### config.mk
export PLATFORM = sky130hd
export DESIGN_NAME = pipe_datapath_flat
export DESIGN_NICKNAME = d
export VERILOG_FILES = /design/src/rtl/pipe_datapath_pkg.sv /design/src/rtl/pipe_datapath_if.sv /design/src/rtl/pipe_datapath_mul.sv /design/src/rtl/pipe_datapath.sv /design/src/flat_wrapper.sv
export SDC_FILE = /design/constraint.sdc
export NUM_CORES = 2
export LEC_CHECK = 0
export CORE_UTILIZATION = 58
export DETAILED_ROUTE_END_ITERATION = 8
export PLACE_DENSITY = 0.78
export SETUP_SLACK_MARGIN = 0.5
export SLEW_MARGIN = 5
export SYNTH_ARGS = -nofsm -noshare
export SYNTH_HDL_FRONTEND = slang
export SYNTH_SLANG_ARGS = --single-unit
export TNS_END_PERCENT = 100
### constraint.sdc
create_clock -name clk -period 40.9 [get_ports clk]
set_clock_uncertainty 0.05 [all_clocks]
set_input_delay 4.09 -clock clk [delete_from_list [all_inputs] [get_ports clk]]
set_output_delay 4.09 -clock clk [all_outputs]
set_load 0.02 [all_outputs]
### src/rtl/pipe_datapath_pkg.sv
// pipe_datapath_pkg: shared types for the two-stage datapath.
//   alu_op_e    : 4-bit ALU operation encodings driven on alu_ctrl.
//   mul_state_e : iterative multiplier FSM states.
//   ex_stage_t  : contents of the RD->EX pipeline register.
// The EX struct is sized by PD_A_WIDTH/PD_D_WIDTH; pipe_datapath defaults its
// A_WIDTH/D_WIDTH parameters to these values and must be built with them.
package pipe_datapath_pkg;

  localparam int PD_A_WIDTH = 5;
  localparam int PD_D_WIDTH = 32;

  typedef enum logic [3:0] {
    ALU_ADD = 4'd0,
    ALU_SUB = 4'd1,
    ALU_AND = 4'd2,
    ALU_OR  = 4'd3,
    ALU_XOR = 4'd4,
    ALU_SLT = 4'd5,
    ALU_SLL = 4'd6,
    ALU_SRL = 4'd7,
    ALU_MUL = 4'd8
  } alu_op_e;

  typedef enum logic {
    MUL_IDLE = 1'b0,
    MUL_BUSY = 1'b1
  } mul_state_e;

  typedef struct packed {
    logic [PD_D_WIDTH-1:0] op1;
    logic [PD_D_WIDTH-1:0] op2;
    logic [PD_A_WIDTH-1:0] rd;
    logic                  reg_write;
    logic [3:0]            alu_ctrl;
    logic                  valid;
  } ex_stage_t;

endpackage

### src/rtl/pipe_datapath_if.sv
// pipe_datapath_if: instruction handshake and retire bus of pipe_datapath.
//   master : decoder/control side (drives the instruction, observes results).
//   slave  : datapath side.
// Handshake: an instruction transfers on a rising edge where in_valid and
// in_ready are both 1. in_ready depends only on datapath state, never on
// in_valid. out_valid is a one-cycle pulse with no back-pressure; result/eq
// are meaningful while it is high and hold their last value otherwise.
interface pipe_datapath_if #(
  parameter int A_WIDTH = 5,
  parameter int D_WIDTH = 32
);
  logic               in_valid;
  logic               in_ready;
  logic [A_WIDTH-1:0] rs1;
  logic [A_WIDTH-1:0] rs2;
  logic [A_WIDTH-1:0] rd;
  logic               reg_write;
  logic               alu_src;
  logic [3:0]         alu_ctrl;
  logic [D_WIDTH-1:0] imm_op;
  logic               out_valid;
  logic [D_WIDTH-1:0] result;
  logic               eq;
  logic [D_WIDTH-1:0] a0;

  modport master (
    output in_valid, rs1, rs2, rd, reg_write, alu_src, alu_ctrl, imm_op,
    input  in_ready, out_valid, result, eq, a0
  );

  modport slave (
    input  in_valid, rs1, rs2, rd, reg_write, alu_src, alu_ctrl, imm_op,
    output in_ready, out_valid, result, eq, a0
  );
endinterface

### src/rtl/pipe_datapath_mul.sv
// iter_mul: iterative shift-add multiplier, one multiplier bit per cycle.
//   start   : load op1/op2 and enter BUSY (only sampled when idle or done).
//   busy    : FSM state bit (1 = MUL_BUSY); doubles as the debug state view.
//   done    : completion cycle (BUSY with count 0); product is valid now.
//   product : low D_WIDTH bits of op1*op2, combinational in the done cycle.
// BUSY lasts D_WIDTH cycles: count runs D_WIDTH-1 .. 0.
module iter_mul
  import pipe_datapath_pkg::*;
#(
  parameter int D_WIDTH = 32
) (
  input  logic               clk,
  input  logic               rst,
  input  logic               start,
  input  logic [D_WIDTH-1:0] op1,
  input  logic [D_WIDTH-1:0] op2,
  output logic               busy,
  output logic               done,
  output logic [D_WIDTH-1:0] product
);
  localparam int CW = (D_WIDTH > 1) ? $clog2(D_WIDTH) : 1;
  localparam logic [0:0] ST_IDLE = MUL_IDLE;
  localparam logic [0:0] ST_BUSY = MUL_BUSY;

  logic [0:0]         state;
  logic [CW-1:0]      count;
  logic [D_WIDTH-1:0] mcand;
  logic [D_WIDTH-1:0] mplier;
  logic [D_WIDTH-1:0] acc;
  logic [D_WIDTH-1:0] partial;

  // The last bit is folded in combinationally so the product is ready in the
  // completion cycle rather than one cycle later.
  assign partial = acc + (mplier[0] ? mcand : '0);
  assign busy    = (state == ST_BUSY);
  assign done    = busy && (count == '0);
  assign product = partial;

  always_ff @(posedge clk or posedge rst) begin
    if (rst) begin
      state  <= ST_IDLE;
      count  <= '0;
      mcand  <= '0;
      mplier <= '0;
      acc    <= '0;
    end else if (start) begin
      state  <= ST_BUSY;
      count  <= CW'(D_WIDTH - 1);
      mcand  <= op1;
      mplier <= op2;
      acc    <= '0;
    end else if (busy) begin
      acc    <= partial;
      mcand  <= mcand << 1;
      mplier <= mplier >> 1;
      count  <= count - CW'(1);
      if (count == '0) state <= ST_IDLE;
    end
  end
endmodule

### src/rtl/pipe_datapath.sv
// pipe_datapath: two-stage integer datapath (RD: register read / operand
// select, EX: ALU or iterative MUL, writeback and retire).
//   clk, rst : clock, asynchronous active-high reset.
//   bus      : pipe_datapath_if.slave (instruction handshake, result, eq, a0).
// EX results are forwarded to the RD stage in the cycle they complete, so
// dependent back-to-back instructions never stall. A MUL holds EX for
// D_WIDTH cycles and blocks new accepts until its completion cycle.
module pipe_datapath
  import pipe_datapath_pkg::*;
#(
  parameter int A_WIDTH = PD_A_WIDTH,
  parameter int D_WIDTH = PD_D_WIDTH,
  parameter int A0_IDX  = 10
) (
  input logic clk,
  input logic rst,
  pipe_datapath_if.slave bus
);
  localparam int NREG = 2 ** A_WIDTH;
  localparam int SW   = (D_WIDTH > 1) ? $clog2(D_WIDTH) : 1;

  logic [D_WIDTH-1:0] regs [NREG];
  ex_stage_t          ex;

  logic               accept;
  logic               ex_is_mul;
  logic               ex_done;
  logic               fwd_ok;
  logic               mul_start;
  logic               mul_busy;
  logic               mul_done;
  logic [D_WIDTH-1:0] mul_product;
  logic [D_WIDTH-1:0] op1_rd;
  logic [D_WIDTH-1:0] op2_rd;
  logic [D_WIDTH-1:0] alu_res;
  logic [D_WIDTH-1:0] ex_result;
  logic               out_valid_q;
  logic [D_WIDTH-1:0] result_q;
  logic               eq_q;

  // Stall only while a MUL is mid-flight; its completion cycle can accept.
  assign bus.in_ready = !(ex.valid && mul_busy && !mul_done);
  assign accept       = bus.in_valid && bus.in_ready;
  assign mul_start    = accept && (bus.alu_ctrl == ALU_MUL);

  assign ex_is_mul = (ex.alu_ctrl == ALU_MUL);
  assign ex_done   = ex.valid && (ex_is_mul ? mul_done : 1'b1);
  assign ex_result = ex_is_mul ? mul_product : alu_res;

  // Forward only a result that is actually being written back this edge.
  assign fwd_ok = ex_done && ex.reg_write && (ex.rd != '0);

  assign op1_rd = (fwd_ok && bus.rs1 == ex.rd) ? ex_result : regs[bus.rs1];
  assign op2_rd = bus.alu_src ? bus.imm_op :
                  ((fwd_ok && bus.rs2 == ex.rd) ? ex_result : regs[bus.rs2]);

  always_comb begin
    alu_res = '0;
    case (ex.alu_ctrl)
      ALU_ADD: alu_res = ex.op1 + ex.op2;
      ALU_SUB: alu_res = ex.op1 - ex.op2;
      ALU_AND: alu_res = ex.op1 & ex.op2;
      ALU_OR:  alu_res = ex.op1 | ex.op2;
      ALU_XOR: alu_res = ex.op1 ^ ex.op2;
      ALU_SLT: alu_res = D_WIDTH'($signed(ex.op1) < $signed(ex.op2));
      ALU_SLL: alu_res = ex.op1 << ex.op2[SW-1:0];
      ALU_SRL: alu_res = ex.op1 >> ex.op2[SW-1:0];
      default: alu_res = '0;
    endcase
  end

  iter_mul #(.D_WIDTH(D_WIDTH)) u_mul (
    .clk     (clk),
    .rst     (rst),
    .start   (mul_start),
    .op1     (op1_rd),
    .op2     (op2_rd),
    .busy    (mul_busy),
    .done    (mul_done),
    .product (mul_product)
  );

  always_ff @(posedge clk or posedge rst) begin
    if (rst) begin
      ex <= '0;
    end else if (accept) begin
      ex <= '{op1: op1_rd, op2: op2_rd, rd: bus.rd, reg_write: bus.reg_write,
              alu_ctrl: bus.alu_ctrl, valid: 1'b1};
    end else if (ex_done) begin
      ex.valid <= 1'b0;
    end
  end

  // Register 0 is never written, so reads of it return the reset value 0.
  always_ff @(posedge clk or posedge rst) begin
    if (rst) begin
      for (int i = 0; i < NREG; i++) regs[i] <= '0;
    end else if (fwd_ok) begin
      regs[ex.rd] <= ex_result;
    end
  end

  always_ff @(posedge clk or posedge rst) begin
    if (rst) begin
      out_valid_q <= 1'b0;
      result_q    <= '0;
      eq_q        <= 1'b0;
    end else begin
      out_valid_q <= ex_done;
      if (ex_done) begin
        result_q <= ex_result;
        eq_q     <= (ex.op1 == ex.op2);
      end
    end
  end

  assign bus.out_valid = out_valid_q;
  assign bus.result    = result_q;
  assign bus.eq        = eq_q;
  assign bus.a0        = regs[A_WIDTH'(A0_IDX)];
endmodule
### src/flat_wrapper.sv
// flat-port wrapper written by rule: the top's interface ports become plain ports
module pipe_datapath_flat import pipe_datapath_pkg::*;
#(
  parameter int A_WIDTH = PD_A_WIDTH,
  parameter int D_WIDTH = PD_D_WIDTH,
  parameter int A0_IDX  = 10
)
  (clk, rst, bus_in_valid, bus_rs1, bus_rs2, bus_rd, bus_reg_write, bus_alu_src, bus_alu_ctrl, bus_imm_op, bus_in_ready, bus_out_valid, bus_result, bus_eq, bus_a0);
  pipe_datapath_if #(.A_WIDTH(A_WIDTH), .D_WIDTH(D_WIDTH)) bus_i ();
  input logic clk;
  input logic rst;
  input wire logic [$bits(bus_i.in_valid)-1:0] bus_in_valid;
  input wire logic [$bits(bus_i.rs1)-1:0] bus_rs1;
  input wire logic [$bits(bus_i.rs2)-1:0] bus_rs2;
  input wire logic [$bits(bus_i.rd)-1:0] bus_rd;
  input wire logic [$bits(bus_i.reg_write)-1:0] bus_reg_write;
  input wire logic [$bits(bus_i.alu_src)-1:0] bus_alu_src;
  input wire logic [$bits(bus_i.alu_ctrl)-1:0] bus_alu_ctrl;
  input wire logic [$bits(bus_i.imm_op)-1:0] bus_imm_op;
  output wire logic [$bits(bus_i.in_ready)-1:0] bus_in_ready;
  output wire logic [$bits(bus_i.out_valid)-1:0] bus_out_valid;
  output wire logic [$bits(bus_i.result)-1:0] bus_result;
  output wire logic [$bits(bus_i.eq)-1:0] bus_eq;
  output wire logic [$bits(bus_i.a0)-1:0] bus_a0;
  assign bus_i.in_valid = bus_in_valid;
  assign bus_i.rs1 = bus_rs1;
  assign bus_i.rs2 = bus_rs2;
  assign bus_i.rd = bus_rd;
  assign bus_i.reg_write = bus_reg_write;
  assign bus_i.alu_src = bus_alu_src;
  assign bus_i.alu_ctrl = bus_alu_ctrl;
  assign bus_i.imm_op = bus_imm_op;
  assign bus_in_ready = bus_i.in_ready;
  assign bus_out_valid = bus_i.out_valid;
  assign bus_result = bus_i.result;
  assign bus_eq = bus_i.eq;
  assign bus_a0 = bus_i.a0;
  pipe_datapath #(.A_WIDTH(A_WIDTH), .D_WIDTH(D_WIDTH), .A0_IDX(A0_IDX)) u_core (.clk(clk), .rst(rst), .bus(bus_i));
endmodule
==> out/qor.json <==
{
  "status": {
    "status": "finished clean"
  },
  "synthesis": {
    "number_of_flops_mapped_to_enable_cells_by_yosys": 0,
    "ys.warnings.count": 0,
    "synth_seq_cells": 1235,
    "mappedNetlistArea_um2": 73200,
    "netlist_instances": 6948,
    "netlist-cell-type-count": 105,
    "synth.net_count": 7154,
    "async_flop_share_pct": 100,
    "ys_seq_area_share_pct": 42.2,
    "postSynthAreaPerCell_um2": 10.5,
    "synthFlopType": "sky130_fd_sc_hd__dfrtp_1"
  },
  "sta": {
    "whs_ns": 0.344,
    "final-max-slew-violation-count": 0,
    "achievable-frequency_mhz": 123,
    "rsz0062_at_grt": "false",
    "tightestPinTransition_ns": 1.27,
    "min_period_ns": 8.12,
    "layout_worst_path_cycle_share_pct": 19.9,
    "setup_viol": 0,
    "finalHoldViolCount": 0,
    "finalSetupTns_ns": 0,
    "slew_headroom_pct": 14.1
  },
  "clock_tree": {
    "clock-root-buffer": "sky130_fd_sc_hd__clkbuf_16",
    "ctsHtreeMaxLevel": 4,
    "cts_buffer_depth": 3,
    "cts_tree": "built",
    "insertion_delay_ns": 0.80,
    "post-cts-setup-buffer-count": 0,
    "cts_inserted_buffers": 131,
    "clkTransAtPathRegs_ns": 0.06,
    "ctsResizeCount": 0,
    "clkSinkCount": 1235,
    "postCtsHoldBufs": 0
  },
  "job": {
    "timing.max_cap.violations": 0
  },
  "critical_path": {
    "worstPathRequired_ns": 41.46,
    "crit_path_cell_chain": "buf_8 -> buf_4 -> buf_4 -> mux4_2 -> mux4_2 -> mux2i_1 -> nand2_1 -> o221ai_1 -> a41oi_1",
    "critical_path_end_type": "flop",
    "start_kind": "input port",
    "path_delay_family": "buffers and inverters",
    "timing.critical_path.slowest_cell_delay_ns": 0.84,
    "worst-path-max-fanout": 79,
    "worst-path-buf-inv": 3,
    "worst-setup-path-type": "input port to flop",
    "critPathSlowestCell": "sky130_fd_sc_hd__buf_4",
    "critical_path_arrival_ns": 8.68
  },
  "routing": {
    "vias_cell": 7.19,
    "count_of_unresolved_drc_violations_after_routing": 0,
    "wirelength_um": 259000,
    "detail_route.iter0.violations": 8426,
    "drtPass1Iterations": 8,
    "routed_wl_per_cell_um": 30.9,
    "final_antenna_net_count": 0,
    "vias": 60200
  },
  "floorplan": {
    "design.die.area_um2": 128000,
    "die_y_um": 357,
    "initial_core_util_pct": 58.4,
    "core_um2": 125000,
    "die_w_um": 357,
    "ios": 123,
    "fp-row-count": 130
  },
  "power_and_ir_drop": {
    "pwrdens_nw_per_um2": 81.7,
    "power.total_w": 0.00649,
    "static-leakage-power_nw": 33.9,
    "max_rail_drop_vdd_mv": 0.0530
  },
  "final_layout": {
    "syn_to_final_growth_pct": 8.52,
    "post_route_cells_drive_above_1_share_pct": 18.3,
    "layout.filler_cells": 9320,
    "seq_area_um2": 30900,
    "multi_input_area_um2": 39200,
    "layout.cell_area.non_filler_um2": 79500,
    "num-nets-final": 6832
  },
  "global_route": {
    "overall_track_demand_over_capacity_in_global_routing_pct": 41.1,
    "first_global_vias": 59700,
    "grt.overflow.total": 0,
    "first_pass_grt_wire_length_um": 385000,
    "grt_antenna_before_repair": 8,
    "pin_count_of_the_biggest_net_entering_global_routing": 182
  },
  "placed_design": {
    "globalplace.congestion": 1.05,
    "dp_hpwl_um": 164000,
    "portBuffers": 122,
    "dpl_cell_area_um2": 75000
  },
  "min_path": {
    "hp-class": "flop to flop"
  }
}
-- flip-flops by register name, summed over array words and instances (netlist names) --
name                  cells
u_core.u_mul.acc         32
u_core.u_mul.mcand       32
u_core.regs             992
u_core.u_mul.busy         1
u_core.bus.result        32
u_core.bus.a0            32
u_core.u_mul.mplier      32
u_core.bus.out_valid      1
u_core.bus.eq             1
u_core.u_mul.count        5
u_core.ex                75
-- report_power, final --
part / leakage (nW) / switching (W) / internal, W
sequential: 16.5 / 0.000469 / 0.00167
clock: 2.20 / 0.000523 / 0.000720
combinational: 15.2 / 0.00193 / 0.00118
total: 33.9 / 0.00292 / 0.00357
-- worst paths after layout --
| kind | slack (ns) | startpoint | cells after the start | endpoint |
|---|---|---|---|---|
| max in group asynchronous | 33.58 | rst | 5 | u_core.bus.result[24] |
| worst max-delay path | 32.78 | bus_rs2[0] | 9 | u_core.u_mul.mplier[27] |
| worst min-delay path | 0.34 | u_core.regs[1008] | 0 | u_core.regs[1008] |
| worst min register to register | 0.34 | u_core.regs[1008] | 0 | u_core.regs[1008] |
| worst max register to register | 35.16 | u_core.ex[11] | 11 | u_core.regs[920] |
| min in group asynchronous | 3.83 | rst | 2 | u_core.regs[993] |
-- final cells by class --
type,instances,share of cell area (%)
diodes,2,0.00630
clock buffers,182,4.85
clock inverters,51,0.774
inverters,122,0.586
multi-input cells,4870,49.3
flip-flops and latches,1235,38.9
well taps,1650,2.60
repair buffers,266,3.01
-- cells by family (layout without fill, tap and decap cells) --
| group | count (synthesis) | count (layout) | share of synthesized area (%) |
|---|---|---|---|
| simple gates | 1923 | 1923 | 11.1 |
| fa+ha+maj | 150 | 150 | 2.59 |
| xor+xnor | 56 | 56 | 0.670 |
| compound gates | 1855 | 1855 | 14.6 |
| mux | 886 | 886 | 24.1 |
| buf+inv | 843 | 621 | 4.83 |
| flops | 1235 | 1235 | 42.2 |
| other cells | 0 | 2 | 0 |
-- synthesized netlist by cell type (all sizes together), types with 11 or more instances --
cell type | n | area share [%]
and2 | 51 | 0.44
o31a | 11 | 0.13
a31oi | 34 | 0.31
mux2 | 56 | 0.88
nor2 | 1044 | 5.4
mux4 | 695 | 21
a211o | 11 | 0.13
o211ai | 23 | 0.24
clkbuf | 452 | 2.3
nand2b | 20 | 0.17
a221oi | 22 | 0.30
o22ai | 23 | 0.20
nand4 | 19 | 0.16
a21o | 34 | 0.35
inv | 121 | 0.62
o21ai | 417 | 2.9
o21bai | 18 | 0.18
nand2 | 527 | 2.7
o221ai | 23 | 0.28
and3 | 17 | 0.15
ha | 147 | 2.5
o31ai | 22 | 0.23
or2 | 14 | 0.12
nand3 | 59 | 0.40
o21a | 16 | 0.16
nor3 | 45 | 0.34
nor4 | 14 | 0.12
a21oi | 1021 | 7.0
xnor2 | 39 | 0.47
xor2 | 17 | 0.20
a211oi | 69 | 0.74
nor2b | 57 | 0.49
buf | 269 | 1.9
a22oi | 15 | 0.16
mux2i | 135 | 1.8
or3 | 22 | 0.19
dfrtp | 1235 | 42
-- stage by stage --
step | setup WS, ns | std cells | utilization [%]
after floorplan | 1.96 | 6948 | -
after global placement | 32.08 | 8143 | 59.8
after detailed placement | 32.03 | 8143 | 59.8
after CTS | 32.82 | 8376 | 63.4
after global routing | 32.38 | 8376 | 63.4
final | 32.78 | 8378 | 63.4
-- cells in the final DEF, fill, tap and decap left out, types with 59 or more instances in the layout --
cell / Yosys / final
sky130_fd_sc_hd__dfrtp_1: 1235 / 1230
sky130_fd_sc_hd__clkdlybuf4s50_1: 0 / 111
sky130_fd_sc_hd__inv_1: 119 / 118
sky130_fd_sc_hd__o21ai_0: 345 / 344
sky130_fd_sc_hd__ha_1: 147 / 147
sky130_fd_sc_hd__nand3_1: 59 / 59
sky130_fd_sc_hd__o21ai_1: 65 / 66
sky130_fd_sc_hd__clkbuf_16: 0 / 134
sky130_fd_sc_hd__nand2_1: 527 / 525
sky130_fd_sc_hd__a211oi_1: 64 / 64
sky130_fd_sc_hd__buf_4: 37 / 139
sky130_fd_sc_hd__mux4_2: 695 / 695
sky130_fd_sc_hd__nor2_1: 1034 / 1013
sky130_fd_sc_hd__mux2i_1: 135 / 135
sky130_fd_sc_hd__a21oi_1: 1020 / 1018
-- layer usage --
metal	vias up	global-route usage (%)	part of all wire (%)
met5	-	0	0.031
met4	10	25.9	7.2
met3	958	12.4	13
met2	4318	60.2	45
met1	30300	53.7	35
li1	24700	-	-
(Power assumes the default switching activity.)
